`src/rtl/arb_gnt_mux.sv`:
```
// arb_gnt_mux: consumes a 4-way arbiter's one-hot grant, latches the winner
// and forwards its valid/data/last stream through one registered output port.
// o_lock stays high from grant capture until the last beat leaves downstream.
// Optional build macro ARB_GNT_MUX_BEAT_CNT_EN adds o_beat_cnt (beats in the
// most recently completed transfer, saturating at 255).
module arb_gnt_mux #(
   parameter int N_REQ  = 4,
   parameter int DATA_W = 32,
   parameter int SRC_W  = 2
) (
   input  logic                    i_clk,
   input  logic                    i_nrst,
   input  logic [N_REQ-1:0]        i_gnt,
   input  logic [N_REQ-1:0]        i_valid,
   input  logic [N_REQ*DATA_W-1:0] i_data,
   input  logic [N_REQ-1:0]        i_last,
   output logic [N_REQ-1:0]        o_ready,
   output logic                    o_valid,
   output logic [DATA_W-1:0]       o_data,
   output logic                    o_last,
   output logic [SRC_W-1:0]        o_src,
   input  logic                    i_ready,
   output logic                    o_lock,
`ifdef ARB_GNT_MUX_BEAT_CNT_EN
   output logic [7:0]              o_beat_cnt,
`endif
   output logic                    o_err
);

   typedef enum logic [1:0] {
      ST_IDLE  = 2'd0,
      ST_XFER  = 2'd1,
      ST_DRAIN = 2'd2
   } state_t;

   state_t              state_q, state_d;
   logic [SRC_W-1:0]    sel_q, sel_d;
   logic                err_q, err_d;

   logic                valid_q, valid_d;
   logic [DATA_W-1:0]   data_q, data_d;
   logic                last_q, last_d;
   logic [SRC_W-1:0]    src_q, src_d;

   logic                gnt_onehot;
   logic [SRC_W-1:0]    gnt_idx;
   logic                up_ready;
   logic                sel_valid;
   logic                sel_last;
   logic [DATA_W-1:0]   sel_data;
   logic                accept;
   logic                drain_done;

   // Grant decode: one-hot test and index encode of the arbiter grant.
   always_comb begin
      gnt_onehot = (i_gnt != '0) && ((i_gnt & (i_gnt - N_REQ'(1))) == '0);
      gnt_idx    = '0;
      for (int k = 0; k < N_REQ; k++) begin
         if (i_gnt[k]) begin
            gnt_idx = SRC_W'(k);
         end
      end
   end

   // The output register can take a new beat when empty or being emptied.
   assign up_ready   = !valid_q || i_ready;
   assign sel_valid  = i_valid[sel_q];
   assign sel_last   = i_last[sel_q];
   assign sel_data   = i_data[sel_q*DATA_W +: DATA_W];
   assign accept     = (state_q == ST_XFER) && sel_valid && up_ready;
   assign drain_done = (state_q == ST_DRAIN) && valid_q && i_ready;

   // Only the latched requester ever sees ready, and only while transferring.
   genvar gi;
   generate
      for (gi = 0; gi < N_REQ; gi++) begin : g_ready
         assign o_ready[gi] = (state_q == ST_XFER) && (sel_q == SRC_W'(gi)) && up_ready;
      end
   endgenerate

   // Next-state logic: capture grant, stream beats, wait for last beat to drain.
   always_comb begin
      state_d = state_q;
      sel_d   = sel_q;
      err_d   = err_q;
      case (state_q)
         ST_IDLE: begin
            if (gnt_onehot) begin
               state_d = ST_XFER;
               sel_d   = gnt_idx;
            end else if (i_gnt != '0) begin
               err_d = 1'b1;
            end
         end
         ST_XFER: begin
            if (accept && sel_last) begin
               state_d = ST_DRAIN;
            end
         end
         ST_DRAIN: begin
            if (drain_done) begin
               state_d = ST_IDLE;
            end
         end
         default: state_d = ST_IDLE;
      endcase
   end

   // State, selected index and sticky grant-error flag.
   always_ff @(posedge i_clk) begin
      if (!i_nrst) begin
         state_q <= ST_IDLE;
         sel_q   <= '0;
         err_q   <= 1'b0;
      end else begin
         state_q <= state_d;
         sel_q   <= sel_d;
         err_q   <= err_d;
      end
   end

   // Output register next value: load on accept, else empty when taken.
   always_comb begin
      valid_d = valid_q;
      data_d  = data_q;
      last_d  = last_q;
      src_d   = src_q;
      if (accept) begin
         valid_d = 1'b1;
         data_d  = sel_data;
         last_d  = sel_last;
         src_d   = sel_q;
      end else if (i_ready) begin
         valid_d = 1'b0;
      end
   end

   // Output register; payload holds whenever no new beat loads.
   always_ff @(posedge i_clk) begin
      if (!i_nrst) begin
         valid_q <= 1'b0;
         data_q  <= '0;
         last_q  <= 1'b0;
         src_q   <= '0;
      end else begin
         valid_q <= valid_d;
         data_q  <= data_d;
         last_q  <= last_d;
         src_q   <= src_d;
      end
   end

   assign o_valid = valid_q;
   assign o_data  = data_q;
   assign o_last  = last_q;
   assign o_src   = src_q;
   assign o_lock  = (state_q != ST_IDLE);
   assign o_err   = err_q;

`ifdef ARB_GNT_MUX_BEAT_CNT_EN
   logic [7:0] run_q;
   logic [7:0] cnt_q;

   // Running beat count per transfer, published when the last beat drains.
   always_ff @(posedge i_clk) begin
      if (!i_nrst) begin
         run_q <= 8'd0;
         cnt_q <= 8'd0;
      end else begin
         if ((state_q == ST_IDLE) && gnt_onehot) begin
            run_q <= 8'd0;
         end else if (accept && (run_q != 8'hFF)) begin
            run_q <= run_q + 8'd1;
         end
         if (drain_done) begin
            cnt_q <= run_q;
         end
      end
   end

   assign o_beat_cnt = cnt_q;
`endif

endmodule
```
`config.mk`:
```
export PLATFORM = sky130hd
export DESIGN_NAME = arb_gnt_mux
export DESIGN_NICKNAME = d
export VERILOG_FILES = /design/src/rtl/arb_gnt_mux.sv
export SDC_FILE = /design/constraint.sdc
export NUM_CORES = 1
export LEC_CHECK = 0
export CORE_ASPECT_RATIO = 0.9
export CORE_MARGIN = 1
export CORE_UTILIZATION = 30
export DETAILED_ROUTE_END_ITERATION = 6
export GPL_ROUTABILITY_DRIVEN = 0
export GPL_TIMING_DRIVEN = 0
export PLACE_DENSITY = 0.76
export RECOVER_POWER = 25
export SYNTH_ARGS = -nofsm -noshare
export SYNTH_HDL_FRONTEND = slang
export SYNTH_SLANG_ARGS = --single-unit
```
`constraint.sdc`:
```
create_clock -name i_clk -period 2.7 [get_ports i_clk]
set_input_delay 0.81 -clock i_clk [delete_from_list [all_inputs] [get_ports i_clk]]
set_output_delay 0.81 -clock i_clk [all_outputs]
set_load 0.03 [all_outputs]
```
## Yosys cells after proc, flatten, opt, wreduce, memory -nomap -nowiden

Index checks and enable logic that the tools add are counted.

- Shift operators: 1
- Equal/unequal tests: 8
- $lt $le $gt $ge: 1
- Bitwise operators: 2
- Multiplexer cells: 13
- Reduce and logical (&&, ||, !) cells: 25
- Add/subtract/negate cells: 1

Operators with widths:

| kind | number |
|---|---|
| indexed part select 128 x 8 -> 32 bit | 1 |
| logical AND 1 bit | 14 |
| 2-to-1 mux 2 bit | 5 |
| == test 2 bit (second input constant) | 3 |
| case mux 2 bit (3 select lines) | 1 |
| AND reduction 3 bit | 2 |
| 2-to-1 mux 1 bit | 5 |
| AND 4 bit | 1 |
| binary-select mux 1 bit (select 2 bit) | 2 |
| == test 2 x 1 -> 1 bit (second input constant) | 2 |
| zero test 2 bit | 2 |
| zero test 4 bit | 1 |
| != test 2 bit (second input constant) | 2 |
| nonzero test 2 bit | 2 |
| nonzero test 4 bit | 1 |
| subtractor 4 x 1 -> 4 bit (second input constant) | 1 |
| < comparator 2 x 3 -> 1 bit (second input constant) | 1 |
| != test 2 x 1 -> 1 bit (second input constant) | 1 |
| AND reduction 2 bit | 1 |
| zero test 1 bit | 1 |
| logical OR 1 bit | 1 |
| inverter 1 bit | 1 |

- Output and inout bits: 42
- Bits of input ports: 143
- Register bits after elaboration: 41

## Longest topological paths before layout

Gate-level depths: netlist of run 1.

- Depth after elaboration: 7
- Mapped depth: 7

## Least setup slack after synthesis of run 1

No wires, ideal clock.

- Path type: input to output
- Start: input i_ready
- End: output o_ready[1]
- Data arrival time: 1.527 ns
- Slack: 0.363 ns
- Stages: 3
- Path buffers: 0
- Data required time: 1.890 ns
- Path through: nand2b_1 -> nand3_1 -> nor2_1

- Word-level cells in the longest chain between the ends: 2

RTL lines:

| item | line | text |
|---|---|---|
| start: declaration | 22 | `input logic i_ready,` |
| logical OR 1 bit | 66 | `assign up_ready = !valid_q \|\| i_ready;` |
| logical AND 1 bit | 77 | `assign o_ready[gi] = (state_q == ST_XFER) && (sel_q == SRC_W'(gi)) && up_ready;` |
| end: declaration | 17 | `output logic [N_REQ-1:0] o_ready,` |

Every way passes these cells.

## Worst setup path in the final report of run 1

- Start: register state_q[1]
- End: output o_lock

- Word-level cells in the longest chain between the ends: 1

RTL lines:

| item | line | text |
|---|---|---|
| start: declaration | 36 | `state_t state_q, state_d;` |
| start signal: assignment | 116 | `state_q <= state_d;` |
| nonzero test 2 bit | 157 | `assign o_lock = (state_q != ST_IDLE);` |
| end: declaration | 23 | `output logic o_lock,` |

Every way passes these cells.

==> run metrics, run 1 <==
final wirelength 8510 microns; total grt overflow 0; Pre-antenna DRT Iters 7; I/O pin total 185; Crit path arrival time 1.71 ns; CP startpoint kind flip-flop; Worst EP required 1.89 ns; Rows 31; Port Buffers 181; number of global-route vias before repair 2800; R2R depth 5; vias per cell 5.11; Final setup viols 0; setup slack, reg-to-reg 0.90 ns; Antenna Cells 0; synth unique cells 38; Worst setup endpoint o_lock; Final Slew Violations 0; Logic pwr share 36.2%; CTS tree built; Syn Inst Count 250; top_reg_cell synth dfxtp_1; Synth Register Bits 41; Root Driver clkbuf_8; Net Sw Frac 27.9%; Synth-to-Final Area Change 82.6%; CTS Buffer Depth 2; die height 88.5 microns; wire per inst 15.8 microns; Seq/Total Area, Yosys 32.9%; via count 2752; Worst-Skew Late Latency 0.29 ns; switching pwr 517 uW; Fill cells 723; HPWL after DPL 6900 microns; Critical Path Start state_q[1]$_SDFFE_PN0P_; post-route ant nets 0; syn_area_per_cell 9.97 sq um; PD cells 408 mW/mm^2; GR peak layer met2; Power, Total 1.86 mW; largest net degree at the start of global routing 14; Fmax achieved 398 MHz; final hold vios 0; initial antenna violation count 0; Total Routing Usage GR 19.6%; Max FO, Critical Path 6; DR iter-0 viols 124; LEAKAGE 1.66 nW; violated checks DRC; share of the synthesized area in the top cell type 32.9%; clock skew 0.00418 ns; fraction of layout cells with a size suffix above 1 14.8%; post-synthesis cell area 0.00249 sq mm; Commonest cells post-synth 41 x dfxtp_1, 36 x nand2_1, 35 x nand3_1; Die Footprint 0.00868 sq mm; RSZ-0062 raised after global routing no; CP Capture Type output port; Die Width 98.1 microns; Worst Tran Pin Value 0.602 ns; Sequential Power Share 35.6%; total CTS buffers 5; outcome finished with violations; synth warn 0; internal power 1.34 mW; CTS Sinks 41; met3 Use GR 5.37%; GR Layer Usage met2 37.7%; post-route minimum period 2.52 ns; first-pass GRT wire length 13100 microns; Max-Cap Viols 0; Final #Nets 582; residual DRC count 15; core area 0.00807 sq mm; Clock Power Share 28.1%; kind of critical path reg2out; number of flops mapped to enable cells by yosys 0; initial core utilization 30.9%; Hold Buf Count CTS 0; r2r endpoint o_src[1]$_SDFFE_PN0P_; Worst-path clk slew 0.08 ns; setup tns final 0 ns; met1 GRT Util 20.9%; Hold WC Path Type reg2reg; Async SR Flop Fraction 0%; syn nets 393; worst reg2reg path startpoint sel_q[0]$_SDFFE_PN0P_; maximum vdd drop 0.207 mV; Max transition margin 59.9%; largest cells by area after synthesis dfxtp_1 33%, mux4_2 30%, nand3_1 7.0%, o21ai_0 6.4%, nand2_1 5.4%; Final period util 93.2%; largest area contributor in the netlist dfxtp_1; H-Tree Depth 2; most common cell in the netlist dfxtp_1
power groups by stage:
| stage | Combinational (mW) | Clock (mW) | Sequential [mW] |
|---|---|---|---|
| after global routing | 0.721 | 0.568 | 0.666 |
| final | 0.672 | 0.522 | 0.661 |
| after detailed placement | 0.682 | 0 | 0.675 |
| after floorplan | 0.284 | 0 | 0.736 |
| after CTS | 0.684 | 0.539 | 0.662 |
| after global placement | 0.672 | 0 | 0.673 |
critical path: stages, from the launching register on:
cell,delay (ns)
dfxtp_1,0.37
or2_2,0.12
clkbuf_1,0.21
clkdlybuf4s50_1,0.71
layout by cell type (no fill, tap or decap), types with 3 or more instances in the layout:
master	count
buf_4	6
clkdlybuf4s50_1	166
buf_2	7
nand3_1	34
dlygate4sd3_1	10
nand2_1	36
nor2_1	5
o21ai_0	32
inv_1	3
clkbuf_1	11
dfxtp_1	41
and3_1	3
o21ai_1	5
clkbuf_8	6
mux4_2	33
nor3_1	3
buf_8	3
layer usage:
layer / routed length [microns] / share of wire [%]
met2: 4390 / 52
met5: 0 / 0
met4: 119 / 1.4
met3: 865 / 10
met1: 3130 / 37
registers in the layout, summed over array words and instances (netlist names):
signal   flops
o_data      32
o_err        1
o_last       1
o_src        2
o_valid      1
sel_q        2
state_q      2
logic make-up after synthesis:
logic type,synth area share (%)
DFF,32.9
buffers and inverters,7.27
adders and majority gates,0.401
muxes,29.8
AOI/OAI and AO/OA,10.9
and+or+nand+nor,17.3
xor gates and xnor gates,1.41
area by class of cell:
type | instances | area (sq um) | share of cell area, %
timing repair buffer | 182 | 1810 | 39.7
multi-input combinational | 179 | 1500 | 33.0
sequential | 41 | 821 | 18.0
buffer | 27 | 168 | 3.68
tap | 99 | 124 | 2.72
clock buffer | 6 | 82.6 | 1.81
clock inverter | 2 | 37.5 | 0.824
inverter | 3 | 11.3 | 0.247
how the worst min path moves through the flow:
stage	slack, ns	cells past startpoint	to	start
after floorplan	0.46	2	state_q[0]$_SDFFE_PN0P_	state_q[0]$_SDFFE_PN0P_
after global placement	0.44	2	o_data[12]$_SDFFE_PN0P_	o_data[12]$_SDFFE_PN0P_
after detailed placement	0.46	1	o_err$_SDFFE_PN0P_	o_err$_SDFFE_PN0P_
after CTS	0.47	2	o_data[13]$_SDFFE_PN0P_	o_data[13]$_SDFFE_PN0P_
after global routing	0.49	1	o_err$_SDFFE_PN0P_	o_err$_SDFFE_PN0P_
final	0.47	1	o_err$_SDFFE_PN0P_	o_err$_SDFFE_PN0P_
through the flow:
stage	instance area, sq um	setup slack (ns)	util [%]	instances	hold slack, ns
detailed placement	4430	-0.640	54.9	530	0.458
CTS	4560	0.182	56.5	539	0.473
finish	4550	0.185	56.4	539	0.465
floorplan	2490	0.363	-	250	0.456
global placement	4430	-0.625	54.9	530	0.444
global route	4550	0.105	56.4	539	0.492
repair_timing:
item                                    in CTS  in global routing
gates resized for setup                     26                  0
setup buffers                                1                  0
endpoints found under the setup margin       4                  0
Note: power is estimated with default switching activity, not from simulation.
==> run 2, diff against run 1 <==
CELL_PAD_IN_SITES_DETAIL_PLACEMENT = 1   (was default)
CELL_PAD_IN_SITES_GLOBAL_PLACEMENT = 1   (was default)
CORE_UTILIZATION = 26   (was 30)
PLACE_DENSITY = 0.91   (was 0.76)
SKIP_LAST_GASP = 1   (was default)
==> run 2 against run 1 <==
  * The flow now finishes without violations
  * Cell area grew 0.82%
  * Clock skew grew 0.0022 ns
  * Worst hold slack lost 0.0011 ns
  * Flip-flop and latch count is the same
  * Sequential power is essentially flat
  * First-iteration DRC count shrank 52%
  * Largest cell class unchanged
  * Maximum frequency shrank 0.16%
==> run metrics, run 2 (synthesis results as in run 1) <==
I/O pin total 185 (unchanged); setup tns final 0 ns (unchanged); Pre-antenna DRT Iters 4 (was 7); Total Routing Usage GR 19.5% (was 19.6%); LEAKAGE 1.67 nW (was 1.66 nW); outcome finished, final reports clean (was finished with violations); dpl cells 553 (was 530); PD cells 392 mW/mm^2 (was 408 mW/mm^2); HPWL after DPL 8090 microns (was 6900 microns); CP Capture Type output port (unchanged); Max FO, Critical Path 6 (unchanged); core area 0.00921 sq mm (was 0.00807 sq mm); clock skew 0.00634 ns (was 0.00418 ns); Final #Nets 582 (unchanged); final wirelength 9840 microns (was 8510 microns); PnR worst setup slack 0.181 ns (was 0.185 ns); switching pwr 529 uW (was 517 uW); residual DRC count 0 (was 15); Final Slew Violations 0 (unchanged); first-pass GRT wire length 15000 microns (was 13100 microns); crit path cell chain or2_2 -> clkbuf_1 -> clkdlybuf4s50_1 (unchanged); die height 94.9 microns (was 88.5 microns); via count 2805 (was 2752); RSZ-0062 raised after global routing no (unchanged); maximum vdd drop 0.208 mV (was 0.207 mV); Net Sw Frac 29.4% (was 27.9%); Sequential Power Share 36.7% (was 35.6%); post-route minimum period 2.52 ns (about the same); CTS tree built (unchanged); largest net degree at the start of global routing 13 (was 14); Final period util 93.3% (was 93.2%); post-route ant nets 0 (unchanged); number of global-route vias before repair 3028 (was 2800); worst hold slack 0.464 ns (was 0.465 ns); Largest register FFs 32 (unchanged); most frequent cells in the layout 164 x clkdlybuf4s50_1, 41 x dfxtp_1, 36 x nand2_1 (was 166 x clkdlybuf4s50_1, 41 x dfxtp_1, 36 x nand2_1); Max-Cap Viols 0 (unchanged); CP startpoint kind flip-flop (unchanged); Worst Tran Pin Value 0.593 ns (was 0.602 ns); Crit path arrival time 1.71 ns (about the same); Final setup viols 0 (unchanged); Fmax achieved 397 MHz (was 398 MHz); final hold vios 0 (unchanged); CTS Sinks 41 (unchanged); initial core utilization 27.1% (was 30.9%); kind of critical path reg2out (unchanged); Max transition margin 60.5% (was 59.9%); commonest non-fill, non-tap cell in the layout clkdlybuf4s50_1 (unchanged); total CTS buffers 5 (unchanged); Rows 33 (was 31); total grt overflow 0 (unchanged); CTS Buffer Depth 2 (unchanged); vias per cell 4.99 (was 5.11); Worst EP required 1.89 ns (about the same); Worst-path clk slew 0.08 ns (about the same); Antenna Cells 0 (unchanged); internal power 1.27 mW (was 1.34 mW); DR iter-0 viols 59 (was 124); Port Buffers 181 (unchanged); Cell Count, Final, Fillers Out 562 (was 539); setup slack, reg-to-reg 0.83 ns (was 0.90 ns); Die Footprint 0.00999 sq mm (was 0.00868 sq mm); Root Driver clkbuf_8 (unchanged); Worst-Skew Late Latency 0.29 ns (about the same); wire per inst 17.5 microns (was 15.8 microns); Clock Power Share 25.1% (was 28.1%); Logic pwr share 38.2% (was 36.2%); H-Tree Depth 2 (unchanged); DP Worst Slack -0.682 ns (was -0.640 ns); Bufs and invs on worst path 2 (unchanged); initial antenna violation count 0 (unchanged); Die Width 105 microns (was 98.1 microns); Critical-path top delay cell clkdlybuf4s50_1 (unchanged); largest stage delay on the critical path 0.72 ns (was 0.71 ns); Synth-to-Final Area Change 84.1% (was 82.6%); fraction of layout cells with a size suffix above 1 15.2% (was 14.8%); family with the most delay on the worst path buffers and inverters (unchanged); Hold WC Path Type reg2reg (unchanged)
-- run 2: final timing paths --
check / startpoint / end / cells after the start
worst max-delay path: state_q[1]$_SDFFE_PN0P_ / o_lock / 3
worst min-delay path: o_data[16]$_SDFFE_PN0P_ / o_data[16]$_SDFFE_PN0P_ / 2
worst max register to register: sel_q[0]$_SDFFE_PN0P_ / o_data[7]$_SDFFE_PN0P_ / 5
worst min register to register: o_data[16]$_SDFFE_PN0P_ / o_data[16]$_SDFFE_PN0P_ / 2
-- run 2: metal layers --
layer | global-route usage [%] | wire length, microns | up-vias
li1 | - | - | 1308
met2 | 39.5 | 5360 | 117
met3 | 5.38 | 775 | 6
met5 | 0 | 0 | -
met4 | 3.99 | 75 | 0
met1 | 19.9 | 3620 | 1374
-- run 2: power groups by stage --
stage | registers [mW] | clock network [mW] | logic (mW)
6_report | 0.661 | 0.452 | 0.687
3_5_place_dp | 0.676 | 0 | 0.694
4_1_cts | 0.663 | 0.469 | 0.697
5_1_grt | 0.666 | 0.490 | 0.738
3_3_place_gp | 0.673 | 0 | 0.674
2_1_floorplan | 0.736 | 0 | 0.284
-- run 2: worst reg2reg max path: stages, from the launching register on --
cell	delay (ns)
dfxtp_1	0.34
buf_6	0.17
mux4_2	0.54
nand3_2	0.14
clkbuf_1	0.37
o21ai_0	0.19
-- run 2: timing repair --
item,in CTS,in global routing
setup buffers,0,1
gates cloned,0,0
hold buffers,0,0
pin swaps,0,2
setup endpoints to repair,4,4
resized for setup,24,10
-- run 2: layout make-up --
cell class                 instances  area [sq um]
multi-input combinational        179          1520
sequential                        41           821
fill                            1060          4620
timing repair buffer             182          1820
clock buffer                       7          96.3
tap                              122           153
clock inverter                     1          5.00
buffer                            27           168
inverter                           3          11.3
-- run 2: through the flow --
| stage | total power [mW] | cell area (sq um) | util (%) |
|---|---|---|---|
| detailed placement | 1.37 | 4460 | 48.4 |
| global placement | 1.35 | 4460 | 48.4 |
| CTS | 1.83 | 4560 | 49.5 |
| global route | 1.89 | 4590 | 49.9 |
| finish | 1.80 | 4590 | 49.9 |
| floorplan | 1.02 | 2490 | - |
==> run 3, diff against run 2 <==
CAP_MARGIN = 20   (was default)
TNS_END_PERCENT = 1   (was default)
==> run 3 against run 2 <==
  * Clock power hardly changed
  * Sequential power is essentially flat
  * Worst hold slack hardly changed
  * Flip-flop and latch count is the same
  * Setup slack barely moved
  * Power barely moved
  * Count of clock-buffer cells in the layout stayed put
  * First-iteration DRC count down 5.1%
  * Maximum frequency is essentially flat
  * Critical endpoint unchanged
==> run metrics, run 3 (synthesis results as in run 1) <==
max layer used met4 (unchanged); Rows 33 (unchanged); Port Buffers 181 (unchanged); Final setup viols 0 (unchanged); DR iter-0 viols 56 (was 59); Hold WC Path Type reg2reg (unchanged); Root Driver clkbuf_8 (unchanged); CP Capture Type output port (unchanged); CTS tree built (unchanged); final wirelength 9890 microns (was 9840 microns); I/O pin total 185 (unchanged); Max transition margin 60.5% (about the same); initial antenna violation count 0 (unchanged); Final period util 93.3% (about the same); Largest register FFs 32 (unchanged); Max FO, Critical Path 6 (unchanged); largest net degree at the start of global routing 13 (unchanged); PnR worst setup slack 0.181 ns (about the same); Fmax achieved 397 MHz (about the same); Antenna Cells 0 (unchanged); Worst Tran Pin Value 0.592 ns (was 0.593 ns); final hold vios 0 (unchanged); CP startpoint kind flip-flop (unchanged); PD cells 392 mW/mm^2 (about the same); post-route minimum period 2.52 ns (about the same); outcome finished, final reports clean (unchanged); Worst EP required 1.89 ns (about the same); residual DRC count 0 (unchanged); HPWL after DPL 8090 microns (unchanged); Final Slew Violations 0 (unchanged); commonest non-fill, non-tap cell in the layout clkdlybuf4s50_1 (unchanged); CTS Buffer Depth 2 (unchanged); Worst-path clk slew 0.08 ns (about the same); Synth-to-Final Area Change 84.2% (was 84.1%); CTS Sinks 41 (unchanged); Crit path arrival time 1.71 ns (about the same); Met2 Wirelength 5410 microns (was 5360 microns); total CTS buffers 5 (unchanged); DP Worst Slack -0.682 ns (unchanged); wire per inst 17.6 microns (was 17.5 microns); Pre-antenna DRT Iters 4 (unchanged); LEAKAGE 1.67 nW (about the same); most frequent cells in the layout 164 x clkdlybuf4s50_1, 41 x dfxtp_1, 36 x nand2_1 (unchanged); initial core utilization 27.1% (unchanged); via count 2818 (was 2805); core area 0.00921 sq mm (unchanged); fraction of layout cells with a size suffix above 1 15.2% (unchanged); met3 wire length 784 microns (was 775 microns); Max-Cap Viols 0 (unchanged); Hold Buf Count CTS 0 (unchanged); vias per cell 5.01 (was 4.99); Final #Nets 582 (unchanged); RSZ-0062 raised after global routing no (unchanged); setup tns final 0 ns (unchanged); first-pass GRT wire length 15000 microns (unchanged); number of global-route vias before repair 3028 (unchanged); maximum vdd drop 0.208 mV (about the same); Die Width 105 microns (unchanged); kind of critical path reg2out (unchanged); Worst-Skew Late Latency 0.29 ns (about the same); clock skew 0.00677 ns (was 0.00634 ns); Die Footprint 0.00999 sq mm (unchanged); post-route ant nets 0 (unchanged); total grt overflow 0 (unchanged); Fill cells 1062 (was 1060); die height 94.9 microns (unchanged); Total Routing Usage GR 19.5% (unchanged); M1 wire length 3620 microns (about the same); H-Tree Depth 2 (unchanged)
run 3: cell counts in the layout (fill, tap and decap cells not counted):
Identical to the previous run, type by type.
run 3: worst paths after layout:
path | startpoint | to | slack [ns] | depth (start not counted)
setup / recovery | state_q[1]$_SDFFE_PN0P_ | o_lock | 0.18 | 3
hold / removal | o_data[16]$_SDFFE_PN0P_ | o_data[16]$_SDFFE_PN0P_ | 0.46 | 2
setup reg to reg | sel_q[0]$_SDFFE_PN0P_ | o_data[7]$_SDFFE_PN0P_ | 0.82 | 5
hold reg to reg | o_data[16]$_SDFFE_PN0P_ | o_data[16]$_SDFFE_PN0P_ | 0.46 | 2
run 3: critical path, stage by stage, from the launching register on:
cell	delay (ns)
dfxtp_1	0.38
or2_2	0.12
clkbuf_1	0.20
clkdlybuf4s50_1	0.72
run 3: power breakdown:
group | leakage, nW | internal, mW | switching [mW]
Combinational | 1.28 | 0.398 | 0.289
Sequential | 0.333 | 0.641 | 0.0200
Clock | 0.0542 | 0.232 | 0.221
run 3: final cells by class:
class / count / area (sq um) / share of cell area [%]
tap: 122 / 153 / 3.32
clock inverter: 1 / 5.00 / 0.109
buffer: 27 / 168 / 3.65
inverter: 3 / 11.3 / 0.245
multi-input combinational: 179 / 1520 / 33.1
timing repair buffer: 182 / 1820 / 39.6
clock buffer: 7 / 96.3 / 2.10
sequential: 41 / 821 / 17.9
run 3: what timing repair did:
| action | in CTS | in global routing |
|---|---|---|
| buffers inserted | 0 | 1 |
| gates resized for setup | 22 | 15 |
| endpoints found under the setup margin | 4 | 4 |
| pin swaps | 0 | 3 |
run 3: per-stage QoR:
stage               utilization (%)  total power, mW  instance area, sq um  cells  hold slack, ns
floorplan                         -             1.02                  2490    250           0.456
global placement               48.4             1.35                  4460    553           0.445
detailed placement             48.4             1.37                  4460    553           0.459
CTS                            49.4             1.83                  4550    561           0.470
global route                   49.9             1.89                  4590    562           0.487
finish                         49.9             1.80                  4590    562           0.464
run 3: per-layer routing:
| layer | global-route usage, % | up-vias |
|---|---|---|
| met5 | 0 | - |
| met4 | 3.99 | 0 |
| met2 | 39.5 | 124 |
| met1 | 19.9 | 1376 |
| li1 | - | 1310 |
| met3 | 5.38 | 8 |
